==> config.mk <==
export PLATFORM = sky130hd
export DESIGN_NAME = decode_stage
export DESIGN_NICKNAME = d
export VERILOG_FILES = /design/src/rtl/riscv_pkg.sv /design/src/rtl/decode_imm.sv /design/src/rtl/decode_stage.sv
export SDC_FILE = /design/constraint.sdc
export NUM_CORES = 1
export LEC_CHECK = 0
export CAP_MARGIN = 10
export CORE_MARGIN = 5
export CORE_UTILIZATION = 45
export CTS_CLUSTER_DIAMETER = 120
export DETAILED_ROUTE_END_ITERATION = 8
export PLACE_DENSITY = 0.89
export REMOVE_ABC_BUFFERS = 1
export SYNTH_ARGS = -nofsm -noshare
export SYNTH_HDL_FRONTEND = slang
export SYNTH_SLANG_ARGS = --single-unit
==> constraint.sdc <==
create_clock -name clk -period 11 [get_ports clk]
set_input_delay 1.65 -clock clk [delete_from_list [all_inputs] [get_ports clk]]
set_output_delay 1.65 -clock clk [all_outputs]
set_load 0.03 [all_outputs]
==> src/rtl/riscv_pkg.sv <==
// -----------------------------------------------------------------------------
// riscv_pkg
//   Shared RV32I decode definitions: base opcodes, the instruction class code
//   carried down the pipeline, and the immediate-format selector.
//   No ports.
// -----------------------------------------------------------------------------
package riscv_pkg;

    localparam logic [6:0] OPC_LUI    = 7'b0110111;
    localparam logic [6:0] OPC_AUIPC  = 7'b0010111;
    localparam logic [6:0] OPC_JAL    = 7'b1101111;
    localparam logic [6:0] OPC_JALR   = 7'b1100111;
    localparam logic [6:0] OPC_BRANCH = 7'b1100011;
    localparam logic [6:0] OPC_LOAD   = 7'b0000011;
    localparam logic [6:0] OPC_STORE  = 7'b0100011;
    localparam logic [6:0] OPC_OP_IMM = 7'b0010011;
    localparam logic [6:0] OPC_OP     = 7'b0110011;

    typedef enum logic [2:0] {
        ALU    = 3'd0,
        LOAD   = 3'd1,
        STORE  = 3'd2,
        BRANCH = 3'd3,
        JAL    = 3'd4,
        JALR   = 3'd5,
        LUI    = 3'd6,
        AUIPC  = 3'd7
    } op_class_t;

    typedef enum logic [2:0] {
        IMM_NONE = 3'd0,
        IMM_I    = 3'd1,
        IMM_S    = 3'd2,
        IMM_B    = 3'd3,
        IMM_U    = 3'd4,
        IMM_J    = 3'd5
    } imm_fmt_t;

endpackage

==> src/rtl/decode_imm.sv <==
// -----------------------------------------------------------------------------
// decode_imm
//   Purely combinational immediate extraction for 32-bit RV32I encodings.
//   Ports:
//     inst_i  in  32  raw instruction word
//     fmt_o   out 3   immediate format (imm_fmt_t encoding)
//     imm_o   out 32  sign-extended immediate, 0 when the format is IMM_NONE
// -----------------------------------------------------------------------------
module decode_imm
    import riscv_pkg::*;
(
    input  logic [31:0] inst_i,
    output logic [2:0]  fmt_o,
    output logic [31:0] imm_o
);

    imm_fmt_t fmt_s;

    // Every base opcode ends in 2'b11, so a word with any other low bits
    // falls through to IMM_NONE without a separate check.
    always_comb begin
        case (inst_i[6:0])
            OPC_LUI, OPC_AUIPC:              fmt_s = IMM_U;
            OPC_JAL:                         fmt_s = IMM_J;
            OPC_JALR, OPC_LOAD, OPC_OP_IMM:  fmt_s = IMM_I;
            OPC_STORE:                       fmt_s = IMM_S;
            OPC_BRANCH:                      fmt_s = IMM_B;
            default:                         fmt_s = IMM_NONE;
        endcase
    end

    always_comb begin
        case (fmt_s)
            IMM_I:   imm_o = {{20{inst_i[31]}}, inst_i[31:20]};
            IMM_S:   imm_o = {{20{inst_i[31]}}, inst_i[31:25], inst_i[11:7]};
            IMM_B:   imm_o = {{19{inst_i[31]}}, inst_i[31], inst_i[7],
                              inst_i[30:25], inst_i[11:8], 1'b0};
            IMM_U:   imm_o = {inst_i[31:12], 12'b0};
            IMM_J:   imm_o = {{11{inst_i[31]}}, inst_i[31], inst_i[19:12],
                              inst_i[20], inst_i[30:21], 1'b0};
            default: imm_o = 32'd0;
        endcase
    end

    assign fmt_o = fmt_s;

endmodule

==> src/rtl/decode_stage.sv <==
// -----------------------------------------------------------------------------
// decode_stage
//   RV32I decode stage between fetch and execute. Register-file addresses are
//   driven straight from the incoming word; operands, immediate, class and
//   destination are captured into the decode/execute register. A load held in
//   the output register whose rd feeds the incoming instruction causes one
//   bubble (decode_stall).
//
//   Handshake: fetch presents fetch_valid/fetch_pc/fetch_instruction and must
//   hold them unchanged in any cycle where decode_stall=1. The instruction is
//   consumed on a rising edge with stall=0, flush=0, decode_stall=0. exe_valid
//   marks the output register as a real instruction; while stall=1 every exe_*
//   output holds. flush kills both the incoming and the held instruction and
//   takes priority over stall.
//
//   Ports:
//     clk, reset                       clock, async active-high reset
//     fetch_valid/pc/instruction       incoming instruction
//     decode_stall                     combinational load-use stall to fetch
//     stall, flush                     downstream hold / kill
//     rs1_address, rs2_address         to regfile
//     rs1_data, rs2_data               from regfile
//     exe_*                            decode/execute pipeline register
// -----------------------------------------------------------------------------
module decode_stage
    import riscv_pkg::*;
#(
    parameter logic [31:0] RESET_PC = 32'h0000_0000
) (
    input  logic        clk,
    input  logic        reset,
    input  logic        fetch_valid,
    input  logic [31:0] fetch_pc,
    input  logic [31:0] fetch_instruction,
    output logic        decode_stall,
    input  logic        stall,
    input  logic        flush,
    output logic [4:0]  rs1_address,
    output logic [4:0]  rs2_address,
    input  logic [31:0] rs1_data,
    input  logic [31:0] rs2_data,
    output logic        exe_valid,
    output logic [31:0] exe_pc,
    output logic [31:0] exe_rs1_data,
    output logic [31:0] exe_rs2_data,
    output logic [31:0] exe_imm,
    output logic [4:0]  exe_rd_address,
    output logic [2:0]  exe_op_class,
    output logic [2:0]  exe_funct3,
    output logic        exe_funct7_5,
    output logic        exe_illegal
);

    // ---------------- combinational decode ----------------
    logic [6:0]  opcode;
    logic [2:0]  fmt;
    logic [31:0] imm_dec;
    logic        legal, is_op, rs1_used, rs2_used, rd_written, f75_dec;
    op_class_t   cls_dec;
    logic [4:0]  rd_dec;

    assign opcode      = fetch_instruction[6:0];
    assign rs1_address = fetch_instruction[19:15];
    assign rs2_address = fetch_instruction[24:20];

    decode_imm u_imm (
        .inst_i (fetch_instruction),
        .fmt_o  (fmt),
        .imm_o  (imm_dec)
    );

    always_comb begin
        legal   = 1'b1;
        cls_dec = ALU;
        case (opcode)
            OPC_LUI:            cls_dec = LUI;
            OPC_AUIPC:          cls_dec = AUIPC;
            OPC_JAL:            cls_dec = JAL;
            OPC_JALR:           cls_dec = JALR;
            OPC_BRANCH:         cls_dec = BRANCH;
            OPC_LOAD:           cls_dec = LOAD;
            OPC_STORE:          cls_dec = STORE;
            OPC_OP_IMM, OPC_OP: cls_dec = ALU;
            default:            legal   = 1'b0;
        endcase
    end

    // OP has no immediate, so register usage and rd presence follow from the
    // immediate format plus an explicit OP term. Illegal words use nothing.
    assign is_op      = (opcode == OPC_OP);
    assign rs1_used   = is_op || (fmt == IMM_I) || (fmt == IMM_S) || (fmt == IMM_B);
    assign rs2_used   = is_op || (fmt == IMM_S) || (fmt == IMM_B);
    assign rd_written = is_op || (fmt == IMM_I) || (fmt == IMM_U) || (fmt == IMM_J);
    assign rd_dec     = rd_written ? fetch_instruction[11:7] : 5'd0;

    // funct7[5] is meaningful for OP and for the OP-IMM shifts (funct3 x01).
    assign f75_dec = fetch_instruction[30] &&
                     (is_op || ((opcode == OPC_OP_IMM) && (fetch_instruction[13:12] == 2'b01)));

    // ---------------- pipeline register ----------------
    logic        valid_q,  valid_d;
    logic [31:0] pc_q,     pc_d;
    logic [31:0] rs1d_q,   rs1d_d;
    logic [31:0] rs2d_q,   rs2d_d;
    logic [31:0] imm_q,    imm_d;
    logic [4:0]  rd_q,     rd_d;
    op_class_t   cls_q,    cls_d;
    logic [2:0]  f3_q,     f3_d;
    logic        f75_q,    f75_d;
    logic        ill_q,    ill_d;

    // Load-use: the held load's rd feeds a source the incoming word reads.
    assign decode_stall = fetch_valid && valid_q && (cls_q == LOAD) && (rd_q != 5'd0) &&
                          ((rs1_used && (rs1_address == rd_q)) ||
                           (rs2_used && (rs2_address == rd_q)));

    always_comb begin
        valid_d = valid_q;
        pc_d    = pc_q;
        rs1d_d  = rs1d_q;
        rs2d_d  = rs2d_q;
        imm_d   = imm_q;
        rd_d    = rd_q;
        cls_d   = cls_q;
        f3_d    = f3_q;
        f75_d   = f75_q;
        ill_d   = ill_q;
        if (flush) begin
            valid_d = 1'b0;
            rd_d    = 5'd0;
            ill_d   = 1'b0;
        end else if (!stall) begin
            if (decode_stall) begin
                // Bubble; the held word is decoded again next cycle.
                valid_d = 1'b0;
                rd_d    = 5'd0;
            end else begin
                valid_d = fetch_valid;
                pc_d    = fetch_pc;
                rs1d_d  = rs1_data;
                rs2d_d  = rs2_data;
                imm_d   = imm_dec;
                rd_d    = fetch_valid ? rd_dec : 5'd0;
                cls_d   = cls_dec;
                f3_d    = fetch_instruction[14:12];
                f75_d   = f75_dec;
                ill_d   = fetch_valid && !legal;
            end
        end
    end

    always_ff @(posedge clk or posedge reset) begin
        if (reset) begin
            valid_q <= 1'b0;
            pc_q    <= RESET_PC;
            rs1d_q  <= 32'd0;
            rs2d_q  <= 32'd0;
            imm_q   <= 32'd0;
            rd_q    <= 5'd0;
            cls_q   <= ALU;
            f3_q    <= 3'd0;
            f75_q   <= 1'b0;
            ill_q   <= 1'b0;
        end else begin
            valid_q <= valid_d;
            pc_q    <= pc_d;
            rs1d_q  <= rs1d_d;
            rs2d_q  <= rs2d_d;
            imm_q   <= imm_d;
            rd_q    <= rd_d;
            cls_q   <= cls_d;
            f3_q    <= f3_d;
            f75_q   <= f75_d;
            ill_q   <= ill_d;
        end
    end

    assign exe_valid      = valid_q;
    assign exe_pc         = pc_q;
    assign exe_rs1_data   = rs1d_q;
    assign exe_rs2_data   = rs2d_q;
    assign exe_imm        = imm_q;
    assign exe_rd_address = rd_q;
    assign exe_op_class   = cls_q;
    assign exe_funct3     = f3_q;
    assign exe_funct7_5   = f75_q;
    assign exe_illegal    = ill_q;

endmodule

==> results.ini <==
[setup_path]
cpPeakStageDelay_ps = 770
cp_cell_sequence = clkdlybuf4s50_1, and3b_1, o22ai_1, or4_4, a21oi_4, clkdlybuf4s50_1
timing.rr.start = exe_rd_address[1]$_DFFE_PP0P_
path_delay_family = buffers and inverters
path_class = in -> out
r2r_slack_ps = 7350
critical_path.most_common_cell = clkdlybuf4s50_1
r2r-end = exe_pc[15]$_DFFE_PP0P_
crit_buf_inv = 2
reg2regPathDepth = 7
end_kind = primary output
cp.arrival_ps = 4310
required_ps = 9350
crit_path_max_fanout = 15
critPathLaunchType = input pin
cpMaxStageDelayCell = clkdlybuf4s50_1

[power]
power_density_mw_per_mm2 = 166
intPower_mw = 1.19
p_seq_share_pct = 37.2
ir_drop_mv = 0.0970
p_total_mw = 1.65
sw_frac_of_total_pct = 28.1
p_leak_nw = 4.37
switching_power_mw = 0.464
p_clk_share_pct = 36.5
pwr-share-comb_pct = 26.3

[placement]
hpwl_um = 13700
place.gp.congestion = 0.856
pre_cts_ws_ps = 5130
port_buffers = 285
dp_cells = 889
place_area_mm2 = 0.00934

[layout]
num_antenna_cells = 0
final_area_mm2 = 0.00995
utilization_pct = 71.2
finalNonFillerCells = 919
drive_gt1_share_pct = 22.2
layout_common_cells = 285 x clkdlybuf4s50_1, 142 x dfrtp_1, 92 x mux2_4
final_common_cell = clkdlybuf4s50_1
area_delta_synth_final_pct = 53.7
fin_nets = 861

[die]
ioPinCount = 286
core_mm2 = 0.0140
fp.dieH_um = 130
die_area_mm2 = 0.0169
initial_utilization_pct = 46.3
die_x_um = 130
placementRows = 43

[cts]
numCtsBuffers = 17
clockBufferDepth = 2
clock-sinks = 142
root_buffer = clkbuf_16
cts_resized = 0
post_cts_buffers = 0
path_clk_slew_ps = 60
clock_latency_ps = 410
cts_hold_buf = 0
cts_tree = yes
h-tree-depth = 4

[global_routing]
overflow = 0
grt_pass1_vias = 5176
grt_use_total_pct = 21.6
grt_max_degree = 80
grt_pass1_wl_um = 28200
grt_antenna_before_repair = 0

[hold_path]
whs_path_depth = 1
worstHoldEndpoint = exe_imm[31]$_DFFE_PP0P_
holdCritStartpoint = exe_imm[31]$_DFFE_PP0P_
hold_class = reg -> reg

[timing]
rsz0062_at_grt = no
fin_ws_ps = 5040
fin_crit_sh_pct = 54.1
final_max_slew_viol_count = 0
hold_ws_ps = 487
min_period_ps = 5960
finalSetupTns_ps = 0
max_freq_ghz = 0.168
worst_pin_slew_ps = 1010
skew_ps = 7.27
finalHoldViolations = 0
setup_viol = 0
maxSlewHeadroom_pct = 32.7

[synth]
async_flop_share_pct = 100
yosysTopAreaCellShare_pct = 54.9
yosys.area.top_type = dfrtp_1
ys_types = 43
ys_seq_area_share_pct = 54.9
synth-edff-count = 0
synth_warnings = 0
synth_top_flop_cell = dfrtp_1
synth_seq_cells = 142
syn_area_mm2 = 0.00648
synth.avg_cell_area_um2 = 14.3
syn_inst = 454
ys_top_cells_by_area = dfrtp_1 55%, mux2_4 21%, mux2_2 5.9%

[route]
first_iter_violations = 229
drc = 0
wl_um = 18500
first_pass_iters = 5
vias_per_cell = 5.10
vias = 4689
antenna_left = 0
drt-wirelength-per-cell_um = 20.1

[outcome]
status = complete, no violations

[flow_run]
drv_cap = 0

-- cell families after synthesis --
kind of cell	count (synthesis)	synth area share [%]
AOI/OAI and AO/OA	40	4.44
xor gates and xnor gates	10	1.35
and+or+nand+nor	79	5.97
DFF	142	54.9
muxes	134	28.5
buffers and inverters	49	4.91
-- synth_stat cells (2+ instances only) --
| master | number |
|---|---|
| a2111o_1 | 2 |
| a21oi_1 | 14 |
| a22o_1 | 9 |
| and3_1 | 7 |
| buf_2 | 4 |
| buf_4 | 12 |
| buf_6 | 11 |
| clkbuf_1 | 6 |
| dfrtp_1 | 142 |
| inv_1 | 15 |
| mux2_2 | 34 |
| mux2_4 | 92 |
| mux2i_1 | 8 |
| nand2_1 | 31 |
| nand2b_1 | 2 |
| nand3_1 | 6 |
| nor2_1 | 12 |
| nor3_1 | 7 |
| nor4_1 | 3 |
| o211ai_1 | 2 |
| o21ai_0 | 4 |
| o31ai_1 | 2 |
| xnor2_1 | 6 |
| xor2_1 | 4 |
-- flip-flops by register name, summed over array words and instances, names as in the netlist --
name,flops
exe_rs1_data,32
exe_valid,1
exe_illegal,1
exe_rs2_data,32
exe_rd_address,5
exe_funct7_5,1
exe_imm,32
exe_funct3,3
exe_op_class,3
exe_pc,32
-- worst max-delay path by stage --
stage / startpoint / end / slack (ps) / depth (start not counted)
floorplan: fetch_instruction[1] / exe_funct7_5$_DFFE_PP0P_ / 510 / 6
global placement: fetch_instruction[6] / decode_stall / 5160 / 6
detailed placement: fetch_instruction[6] / decode_stall / 5130 / 6
CTS: fetch_instruction[6] / decode_stall / 5100 / 6
global route: fetch_instruction[6] / decode_stall / 5000 / 6
finish: fetch_instruction[6] / decode_stall / 5040 / 6
-- metal layers --
layer | up-vias | global-route usage, % | part of all wire (%) | wire, µm
met2 | 231 | 37.0 | 50 | 9220
met1 | 2311 | 25.8 | 39 | 7210
li1 | 2125 | - | - | -
met3 | 22 | 8.15 | 9.7 | 1790
met4 | 0 | 5.87 | 1.5 | 279
met5 | - | 0 | 0 | 0
-- power groups by stage --
stage | clock network [mW] | registers, mW | logic [mW]
finish | 0.603 | 0.615 | 0.435
global route | 0.640 | 0.622 | 0.454
CTS | 0.615 | 0.615 | 0.440
detailed placement | 0 | 0.623 | 0.437
global placement | 0 | 0.619 | 0.431
floorplan | 0 | 0.737 | 0.122
-- area by class of cell --
cell class,count,area (µm²)
Multi-Input combinational cell,263,2610
Inverter,15,61.3
Clock buffer,20,457
Fill cell,919,4040
Timing Repair Buffer,289,2880
Clock inverter,10,161
Sequential cell,142,3550
Tap cell,180,225
-- worst register-to-register path: cells and delay by family (launching register included) --
kind / cells / cell delay, ps
AO/OA/AOI/OAI: 2 / 190
flip-flops: 1 / 460
buffers and inverters: 1 / 900
multiplexers: 1 / 510
AND/OR/NAND/NOR: 3 / 1460
(Power assumes the default switching activity.)
